`config.mk`:
```
export PLATFORM = sky130hd
export DESIGN_NAME = unified_mem_arbiter
export DESIGN_NICKNAME = d
export VERILOG_FILES = /design/src/rtl/mem_arb_pkg.sv /design/src/rtl/arb_timeout_cnt.sv /design/src/rtl/unified_mem_arbiter.sv
export SDC_FILE = /design/constraint.sdc
export NUM_CORES = 1
export LEC_CHECK = 0
export CORE_AREA = 2 2 128 105
export CTS_CLUSTER_DIAMETER = 80
export CTS_CLUSTER_SIZE = 16
export DETAILED_ROUTE_END_ITERATION = 10
export DIE_AREA = 0 0 130 107
export PLACE_DENSITY = 0.95
export REMOVE_ABC_BUFFERS = 1
export SYNTH_ARGS = -nofsm -noshare
export SYNTH_HDL_FRONTEND = slang
export SYNTH_SLANG_ARGS = --single-unit
```
`constraint.sdc`:
```
create_clock -name clk -period 3.4 [get_ports clk]
set_clock_uncertainty 0.05 [all_clocks]
set_input_delay 0.68 -clock clk [delete_from_list [all_inputs] [get_ports clk]]
set_output_delay 0.68 -clock clk [all_outputs]
set_load 0.01 [all_outputs]
```
`src/rtl/mem_arb_pkg.sv`:
```
// Shared definitions for the unified IF/MEM memory arbiter: FSM encoding,
// default widths and the saturating increment used by the statistics counters.
package mem_arb_pkg;

  localparam int unsigned AW_DEF          = 32;
  localparam int unsigned DW_DEF          = 32;
  localparam int unsigned TIMEOUT_CYC_DEF = 64;

  localparam logic [1:0] ST_IDLE  = 2'd0;
  localparam logic [1:0] ST_DATA  = 2'd1;
  localparam logic [1:0] ST_FETCH = 2'd2;

  function automatic logic [31:0] sat_inc32(input logic [31:0] v);
    if (v == 32'hFFFF_FFFF) begin
      return v;
    end else begin
      return v + 32'd1;
    end
  endfunction

endpackage

```
`src/rtl/arb_timeout_cnt.sv`:
```
// Watchdog for an outstanding RAM access: cleared on grant, counts cycles
// without ack, and flags expiry on the last allowed wait cycle.
module arb_timeout_cnt #(
  parameter int unsigned TIMEOUT_CYC = 64
) (
  input  logic clk,
  input  logic rst,
  input  logic clr,
  input  logic en,
  output logic expire
);

  localparam int unsigned CW = $clog2(TIMEOUT_CYC);
  localparam logic [CW-1:0] LAST_C = CW'(TIMEOUT_CYC - 1);
  localparam logic [CW-1:0] ONE_C  = CW'(1);

  logic [CW-1:0] cnt_r;

  // Wait-cycle counter; holds at the last value until the abort clears it.
  always_ff @(posedge clk) begin
    if (rst) begin
      cnt_r <= '0;
    end else if (clr) begin
      cnt_r <= '0;
    end else if (en && (cnt_r != LAST_C)) begin
      cnt_r <= cnt_r + ONE_C;
    end else begin
      cnt_r <= cnt_r;
    end
  end

  assign expire = en & (cnt_r == LAST_C);

endmodule

```
`src/rtl/unified_mem_arbiter.sv`:
```
// Arbitrates a single-ported unified memory between fetch and load/store,
// data first. Optional statistics counters are enabled by ARB_STATS_EN.
module unified_mem_arbiter
  import mem_arb_pkg::*;
#(
  parameter int unsigned AW          = AW_DEF,
  parameter int unsigned DW          = DW_DEF,
  parameter int unsigned TIMEOUT_CYC = TIMEOUT_CYC_DEF
) (
  input  logic          clk,
  input  logic          rst,
  input  logic          if_req,
  input  logic [AW-1:0] if_addr,
  output logic [DW-1:0] if_rdata,
  output logic          if_ready,
  input  logic          mem_rd,
  input  logic          mem_wr,
  input  logic [AW-1:0] mem_addr,
  input  logic [DW-1:0] mem_wdata,
  output logic [DW-1:0] mem_rdata,
  output logic          mem_ready,
  output logic          ram_req,
  output logic          ram_we,
  output logic [AW-1:0] ram_addr,
  output logic [DW-1:0] ram_wdata,
  input  logic [DW-1:0] ram_rdata,
  input  logic          ram_ack,
  output logic          stall_if,
  output logic          stall_mem,
  output logic          ram_err
`ifdef ARB_STATS_EN
  ,
  output logic [31:0]   conflict_cnt,
  output logic [31:0]   ram_busy_cnt
`endif
);

  logic [1:0] state_r;
  logic       idle_s;
  logic       grant_s;
  logic       expire_s;

  // A requester whose ready pulse is showing is finished, so it is masked from
  // the grant; this lets the ready cycle grant the other side without a bubble.
  assign stall_if  = if_req & ~if_ready;
  assign stall_mem = (mem_rd | mem_wr) & ~mem_ready;
  assign idle_s    = (state_r == ST_IDLE);
  assign grant_s   = idle_s & (stall_mem | stall_if);

  arb_timeout_cnt #(
    .TIMEOUT_CYC (TIMEOUT_CYC)
  ) u_timeout (
    .clk    (clk),
    .rst    (rst),
    .clr    (grant_s),
    .en     (ram_req & ~ram_ack),
    .expire (expire_s)
  );

  // Arbitration FSM and registered RAM/requester interface.
  always_ff @(posedge clk) begin
    if (rst) begin
      state_r   <= ST_IDLE;
      ram_req   <= 1'b0;
      ram_we    <= 1'b0;
      ram_addr  <= '0;
      ram_wdata <= '0;
      if_ready  <= 1'b0;
      mem_ready <= 1'b0;
      ram_err   <= 1'b0;
      if_rdata  <= '0;
      mem_rdata <= '0;
    end else begin
      if_ready  <= 1'b0;
      mem_ready <= 1'b0;
      ram_err   <= 1'b0;
      case (state_r)
        ST_IDLE: begin
          if (stall_mem) begin
            // rd&wr together is not legal; it resolves to a store.
            state_r   <= ST_DATA;
            ram_req   <= 1'b1;
            ram_we    <= mem_wr;
            ram_addr  <= mem_addr;
            ram_wdata <= mem_wdata;
          end else if (stall_if) begin
            state_r  <= ST_FETCH;
            ram_req  <= 1'b1;
            ram_we   <= 1'b0;
            ram_addr <= if_addr;
          end else begin
            state_r <= ST_IDLE;
          end
        end
        ST_DATA, ST_FETCH: begin
          if (ram_ack) begin
            state_r <= ST_IDLE;
            ram_req <= 1'b0;
            ram_we  <= 1'b0;
            if (state_r == ST_DATA) begin
              mem_ready <= 1'b1;
              if (!ram_we) begin
                mem_rdata <= ram_rdata;
              end else begin
                mem_rdata <= mem_rdata;
              end
            end else begin
              if_ready <= 1'b1;
              if_rdata <= ram_rdata;
            end
          end else if (expire_s) begin
            // Abort; the requester is still stalled and retries from IDLE.
            state_r <= ST_IDLE;
            ram_req <= 1'b0;
            ram_we  <= 1'b0;
            ram_err <= 1'b1;
          end else begin
            state_r <= state_r;
          end
        end
        default: begin
          state_r <= ST_IDLE;
          ram_req <= 1'b0;
          ram_we  <= 1'b0;
        end
      endcase
    end
  end

`ifdef ARB_STATS_EN
  // Saturating conflict and RAM-occupancy counters.
  always_ff @(posedge clk) begin
    if (rst) begin
      conflict_cnt <= 32'd0;
      ram_busy_cnt <= 32'd0;
    end else begin
      if (idle_s && stall_mem && stall_if) begin
        conflict_cnt <= sat_inc32(conflict_cnt);
      end else begin
        conflict_cnt <= conflict_cnt;
      end
      if (ram_req) begin
        ram_busy_cnt <= sat_inc32(ram_busy_cnt);
      end else begin
        ram_busy_cnt <= ram_busy_cnt;
      end
    end
  end
`endif

endmodule

```
; ---- Word-level counts from Yosys, hierarchy flattened
; Cells that the tools add are included.
[word_totals]
ff_bits = 141
out_inout_bits = 135
wordCells = 61
[op_classes]
add_sub_neg = 1
eq_ne = 6
mux = 18
n_bitwise = 13
n_reduce_logical = 12
[op_table]
columns = operator, n
row1 = 32-bit two-way mux, 2
row2 = 1-bit two-way mux, 9
row3 = 2-bit two-way mux, 4
row4 = 6-bit by 1-bit adder with 6-bit output (second input constant), 1
row5 = 6-bit == test (second input constant), 1
row6 = 3-bit != test (second input constant), 2
row7 = 6-bit != test (second input constant), 1
row8 = 1-bit inverter, 6
row9 = 2-bit AND reduction, 3
row10 = 3-bit OR reduction, 2
row11 = 1-bit bitwise AND, 5
row12 = 1-bit one-hot mux with 2 select lines, 2
row13 = 2-bit one-hot mux with 2 select lines, 1
row14 = 4-bit AND reduction, 1
row15 = 2-bit OR reduction, 2
row16 = 3-bit AND reduction, 1
row17 = 2-bit by 1-bit == test with 1-bit output (second input constant), 1
row18 = 2-bit == test (second input constant), 1
row19 = 2-bit zero test, 1
row20 = 1-bit OR, 2
row21 = 2-bit nonzero test, 1
row22 = 1-bit logical AND, 1

; ---- Longest topological paths before layout
; Gate-level depths: netlist of the first run.
[logic_depth]
depth_word = 6
mapped_depth = 8

; ---- By module
; Synthesis of the first run repeated with hierarchy kept, for this count alone.
[unflattened]
cells_unflattened = 646
area_unflattened_um2 = 5482.8
[by_module_without_submodules]
columns = module, n_inst, cells_per_inst, area_each_um2, seq_area_each_um2
row1 = unified_mem_arbiter, 1, 613, 5177.5, 2702.6
row2 = arb_timeout_cnt, 1, 33, 305.3, 120.1

; ---- Worst setup path after synthesis of the first run
; No wires, ideal clock.
[synth_path]
kind = in2out
from = input port mem_wr
to = output port stall_mem
t_arrival_ns = 1.176
required_time_ns = 2.670
path_slack_ns = 1.494
stages = 3
path_cell_list = o21bai_4 > inv_2 > clkbuf_1
[synth_via]
elab_chain_len = 2
[synth_lines]
columns = element, line
row1 = start: declaration, unified_mem_arbiter.sv:17  ; input logic mem_wr,
row2 = 1-bit OR, unified_mem_arbiter.sv:46  ; assign stall_mem = (mem_rd | mem_wr) & ~mem_ready;
row3 = 1-bit bitwise AND, unified_mem_arbiter.sv:46
row4 = end: declaration, unified_mem_arbiter.sv:29  ; output logic stall_mem,
; Every way passes these cells.

; ---- Worst setup path after layout of the first run
[layout_path]
from = input port if_req
to = output port stall_if
[layout_via]
elab_chain_len = 1
[layout_lines]
columns = element, line
row1 = start: declaration, unified_mem_arbiter.sv:12  ; input logic if_req,
row2 = 1-bit bitwise AND, unified_mem_arbiter.sv:45  ; assign stall_if = if_req & ~if_ready;
row3 = end: declaration, unified_mem_arbiter.sv:28  ; output logic stall_if,
; Every way passes these cells.

==> results of run 1 <==
## routing by layer
| metal | share of wire, % | up-vias | wire length [µm] |
|---|---|---|---|
| met2 | 49 | 227 | 8270 |
| li1 | - | 2649 | - |
| met3 | 8.7 | 36 | 1490 |
| met4 | 2.9 | 0 | 488 |
| met1 | 40 | 2522 | 6770 |
| met5 | 0 | - | 0 |
## worst min path at each step
stage / startpoint / to / slack, ns / cells past startpoint
after floorplan: u_timeout.cnt_r[1] / u_timeout.cnt_r[1] / 0.40 / 2
after global placement: mem_rdata[6] / mem_rdata[6] / 0.39 / 2
after detailed placement: mem_rdata[25] / mem_rdata[25] / 0.40 / 2
after CTS: mem_rdata[9] / mem_rdata[9] / 0.40 / 2
after global routing: mem_rdata[25] / mem_rdata[25] / 0.42 / 2
final: mem_rdata[9] / mem_rdata[9] / 0.40 / 2
## synthesized netlist by cell type (2+ instances only)
cell type	instances
nand2b_1	2
nand3_1	5
buf_2	3
a21oi_1	67
dfxtp_1	141
buf_4	3
and2_1	2
nor3_1	2
xor2_1	2
nand2_1	198
o2111ai_1	2
or2_2	3
a311oi_1	32
o22a_1	31
mux2i_1	3
ha_1	4
o21ai_0	5
o21a_1	2
nor2b_1	35
clkbuf_1	42
nor2_1	40
inv_1	3
nand3b_1	2
## through the flow
stage,power (W),hold WS (ns)
global route,0.00481,0.419
floorplan,0.00228,0.398
finish,0.00462,0.402
global placement,0.00286,0.390
detailed placement,0.00289,0.396
CTS,0.00465,0.403
## final cells by class
class	count	area [µm²]	area share (%)
repair buffers	277	2770	31.8
multi-input cells	446	2340	26.9
well taps	175	219	2.51
clock buffers	20	447	5.12
clock inverters	12	111	1.28
flip-flops and latches	141	2820	32.3
inverters	4	15.0	0.172
## worst max-delay path: stages
cell and delay [ns]:
clkdlybuf4s50_1 0.46, nor2b_1 0.31, clkdlybuf4s50_1 0.60
## cells by family (layout without fill, tap and decap cells)
family	after synthesis	after routing	share of synthesized area, %
multiplexers	3	3	0.559
AND/OR/NAND/NOR	293	293	23.0
AO/OA/AOI/OAI	144	144	18.7
adder cells (fa/ha/maj)	4	4	0.932
buffers and inverters	53	313	3.98
XOR/XNOR	2	2	0.326
flip-flops	141	141	52.6
## state kept, by name, indices dropped and copies added, names as in the netlist
signal           cells
ram_wdata           32
if_ready             1
ram_err              1
ram_we               1
mem_ready            1
ram_req              1
u_timeout.cnt_r      6
mem_rdata           32
if_rdata            32
ram_addr            32
state_r              2
## power groups by stage
stage | sequential (W) | combinational [W] | clock, W
2_1_floorplan | 0.00198 | 0.000302 | 0
3_3_place_gp | 0.00191 | 0.000950 | 0
3_5_place_dp | 0.00192 | 0.000971 | 0
4_1_cts | 0.00188 | 0.000979 | 0.00179
5_1_grt | 0.00190 | 0.00105 | 0.00186
6_report | 0.00188 | 0.000974 | 0.00176
==> impl_metrics.csv, run 1 <==
group,metric,value,unit
global_route,use_met1,27.2,%
cells_and_area,fillers,949,
synthesis,syn_area,5370,µm²
setup_path,crit_type,"input port to output port",
cts,cts_tree,"done",
setup_path,ff2ff_setup_slack,1.45,ns
synthesis,synth_top_area_share,52.6,%
synthesis,seq_area_frac_synth,52.6,%
cells_and_area,final_util,69.1,%
setup_path,end_kind,"output port",
place,detailed_place_hpwl,11.8,mm
global_route,busiest_layer,"met2",
place,place_area,8170,µm²
global_route,grtUsageMet3,8.13,%
cells_and_area,final_common_cell,"clkdlybuf4s50_1",
setup_path,crit_path_end,"stall_if",
die,ioPinCount,269,
power_and_ir_drop,vdd_ir_drop_max,312,µV
global_route,grt_first_pass_wirelength,26.1,mm
cts,clockBufferDepth,2,
power_and_ir_drop,p_int,0.00337,W
power_and_ir_drop,power.density,529,nW/µm²
route,avgViaCountPerCell,5.05,
place,post-place-ws,0.547,ns
cells_and_area,layout-drive-gt1-share,5.67,%
timing,tightest_slew,0.720,ns
global_route,first_global_vias,5279,
cells_and_area,final_cell_area,8730,µm²
setup_path,required,2.67,ns
die,initial_core_util,42.5,%
cts,clk_latency,0.41,ns
synthesis,ys_warn_count,0,
route,drtPass1Iterations,5,
cts,clkSinkCount,141,
place,portBuffers,268,
power_and_ir_drop,p_comb_share,21.1,%
setup_path,reg2regPathDepth,6,
min_path,hp-class,"register to register",
synthesis,yosys_most_used_dff,"dfxtp_1",
global_route,gr-total-overflow,0,
timing,setup_viol_count_final,0,
route,wire_per_inst,15.8,µm
timing,finalSetupTns,0,ns
route,drcViolationCount,0,
cells_and_area,final_cell_mix,"clkdlybuf4s50_1 (267), nand2_1 (198), dfxtp_1 (141)",
synthesis,synth_edf_count,0,
die,fp.dieH,107,µm
cells_and_area,syn_to_final_growth,62.6,%
cts,post_cts_resized,0,
synthesis,synth.top_cells.by_area,"dfxtp_1 (53%), nand2_1 (14%), a21oi_1 (6.2%)",
route,drt_iter0_markers,204,
cells_and_area,nets,1025,
timing,timing.fmax,0.359,GHz
synthesis,postSynthAreaPerCell,8.39,µm²
synthesis,synthArstFlopShare,0,%
cts,clk_pin_slew,0.05,ns
cells_and_area,n_antenna_cell,0,
timing,maxSlewHeadroom,52.0,%
setup_path,r2r_end,"ram_we",
setup_path,critPathMaxFanout,4,
timing,hold_viol,0,
timing,min_period,2.79,ns
setup_path,startpoint_type,"input port",
power_and_ir_drop,p_leak,3.29,nW
power_and_ir_drop,p_sw_share,27.2,%
synthesis,synth_cell_types,34,
global_route,grtUsageMet2,41.1,%
die,rows,37,
cts,holdBufCountCts,0,
place,gp_congestion,0.835,
flow_run,maxCapViolCount,0,
setup_path,crit_arrival,2.06,ns
cells_and_area,stdcell_count,1075,
timing,setup_slack,0.614,ns
timing,slew_violations,0,
synthesis,ys_ff_latch,141,
power_and_ir_drop,seq_power_share,40.8,%
timing,rsz0062_at_grt,"false",
setup_path,cp-startpoint,"if_req",
synthesis,postSynthCellCount,640,
power_and_ir_drop,clock_power_share,38.2,%
synthesis,synth_area_leader_cell,"dfxtp_1",
route,wl,17.0,mm
die,die_x,130,µm
cts,post_cts_buffers,0,
global_route,grtUsageTotal,23.9,%
timing,fin_crit_sh,81.9,%
setup_path,timing.rr.start,"state_r[0]",
cts,cts_max_level,4,
route,vias,5434,
global_route,grt_max_degree,69,
die,design.die.area,13900,µm²
place,dp.cells,1043,
status,status,"complete, no violations",
global_route,antenna_found_initial,0,
cts,cts-root-buf,"clkbuf_16",
die,core_area,12600,µm²
route,postRouteAntennaNets,0,
cts,cts_buffers,17,
power_and_ir_drop,p_sw,0.00126,W
Power figures use the tool's default switching activity.
==> inputs of run 2 (changes only) <==
CORE_AREA = 2 2 133 109   (was 2 2 128 105)
DIE_AREA = 0 0 135 111   (was 0 0 130 107)
PLACE_DENSITY = 0.89   (was 0.95)
clock period = 2.9 ns   (was 3.4 ns; I/O delays follow)
==> impl_metrics.csv, run 2 (synthesis results as in run 1) <==
group,metric,value,unit
setup_path,cpMostUsedCell,"clkdlybuf4s50_1",
cells_and_area,final-seq-area,2820,µm²
timing,finalSetupTns,0,ns
cells_and_area,syn_to_final_growth,64.2,%
cts,cts_tree,"done",
route,drt_iter0_markers,283,
min_path,hp-class,"input port to register",
power_and_ir_drop,vdd_ir_drop_max,474,µV
die,initial_core_util,38.7,%
die,die_x,135,µm
global_route,antenna_found_initial,0,
cts,holdBufCountCts,0,
global_route,gr-total-overflow,0,
cts,clockBufferDepth,2,
timing,tightest_slew,0.714,ns
timing,slew_violations,0,
setup_path,startpoint_type,"input port",
power_and_ir_drop,p_int,0.00416,W
global_route,first_global_vias,5173,
power_and_ir_drop,p_sw,0.00143,W
cells_and_area,final_cell_area,8820,µm²
cells_and_area,multiInputGateArea,2340,µm²
cells_and_area,fillers,1146,
setup_path,crit_family,"buffers and inverters",
route,wire_per_inst,14.7,µm
die,design.die.area,15000,µm²
place,gp_congestion,0.813,
cts,clk_latency,0.41,ns
die,fp.dieH,111,µm
setup_path,cp_slowest_cell,"clkdlybuf4s50_1",
setup_path,critPathMaxFanout,4,
cells_and_area,final_util,63.6,%
flow_run,maxCapViolCount,0,
timing,setup_viol_count_final,0,
cts,clk_pin_slew,0.05,ns
timing,hold_viol,0,
setup_path,crit_type,"input port to output port",
setup_path,crit_buf_inv,3,
cts,clkSinkCount,141,
route,vias,5294,
status,status,"complete, no violations",
cts,cts-root-buf,"clkbuf_16",
timing,timing.fmax,0.386,GHz
power_and_ir_drop,clock_power_share,40.3,%
global_route,grt_first_pass_wirelength,25.5,mm
die,ioPinCount,269,
global_route,grtUsageTotal,21.2,%
place,detailed_place_hpwl,11.1,mm
setup_path,required,2.27,ns
timing,min_period,2.59,ns
global_route,grt_max_degree,72,
timing,rsz0062_at_grt,"false",
place,place_area,8190,µm²
route,wl,15.9,mm
power_and_ir_drop,power.density,634,nW/µm²
setup_path,path_cells,"clkdlybuf4s50_1, o21bai_4, inv_2, clkdlybuf4s50_1",
cts,cts_max_level,4,
power_and_ir_drop,p_comb_share,20.2,%
power_and_ir_drop,p_sw_share,25.6,%
cells_and_area,layout-drive-gt1-share,5.99,%
die,rows,39,
die,core_area,13900,µm²
cells_and_area,nets,1026,
setup_path,cpPeakStageDelay,0.59,ns
setup_path,crit_arrival,1.96,ns
power_and_ir_drop,p_leak,3.32,nW
cts,cts_buffers,17,
place,portBuffers,268,
cells_and_area,final_cell_mix,"clkdlybuf4s50_1 (267), nand2_1 (198), dfxtp_1 (141)",
power_and_ir_drop,seq_power_share,39.5,%
cts,post_cts_resized,0,
route,drtPass1Iterations,4,
route,drcViolationCount,0,
cells_and_area,n_antenna_cell,0,
timing,fin_crit_sh,89.4,%
route,postRouteAntennaNets,0,
cells_and_area,final_common_cell,"clkdlybuf4s50_1",
setup_path,end_kind,"output port",
route,avgViaCountPerCell,4.88,
timing,maxSlewHeadroom,52.4,%
cts,post_cts_buffers,0,
## run 2: changes by cell type in the layout (fill, tap and decap cells not counted), sizes merged
| cell | change |
|---|---|
| bufinv | +2 |
| buf | +1 |
| clkinvlp | -1 |
| inv | -1 |
## run 2: worst paths after layout
path                 start             to  slack, ns  cells past startpoint
max reg2reg     state_r[0]   if_rdata[31]       0.94                      6
min                    rst     state_r[1]       0.39                      2
max                 mem_wr      stall_mem       0.31                      4
min reg2reg  ram_wdata[24]  ram_wdata[24]       0.40                      2
## run 2: worst register-to-register path, cell delays in order (launching register included)
cell and delay [ns]:
dfxtp_1 0.38, inv_1 0.06, ha_1 0.31, nand2_1 0.13
or2_2 0.60, mux2i_1 0.26, nor2_1 0.05
## run 2: through the flow
| stage | hold slack (ns) | setup WS, ns | std cells | total power (W) |
|---|---|---|---|---|
| after floorplan | 0.398 | -0.0939 | 591 | 0.00268 |
| after global placement | 0.391 | 0.282 | 1053 | 0.00336 |
| after detailed placement | 0.396 | 0.288 | 1053 | 0.00338 |
| after CTS | 0.373 | 0.280 | 1085 | 0.00566 |
| after global routing | 0.381 | 0.241 | 1085 | 0.00585 |
| final | 0.390 | 0.308 | 1085 | 0.00559 |
## run 2: power groups by stage
stage                     Combinational [W]  Sequential [W]  Clock (W)
final                               0.00113         0.00221    0.00226
after global routing                0.00122         0.00223    0.00240
after CTS                           0.00114         0.00221    0.00231
after detailed placement            0.00113         0.00225          0
after global placement              0.00111         0.00224          0
after floorplan                    0.000354         0.00232          0
## run 2: per-layer routing
metal | global-route usage [%] | wire length [µm] | vias to the layer above
li1 | - | - | 2655
met1 | 24.7 | 6400 | 2390
met2 | 36.4 | 7790 | 230
met3 | 7.91 | 1500 | 19
met4 | 6.25 | 244 | 0
met5 | 0 | 0 | -
## run 2: cell type report
class,count,area share (%)
multi-input combinational,446,26.6
clock buffer,20,5.29
timing repair buffer,278,31.5
tap,184,2.61
sequential,141,32.0
inverter,4,0.170
clock inverter,12,1.77
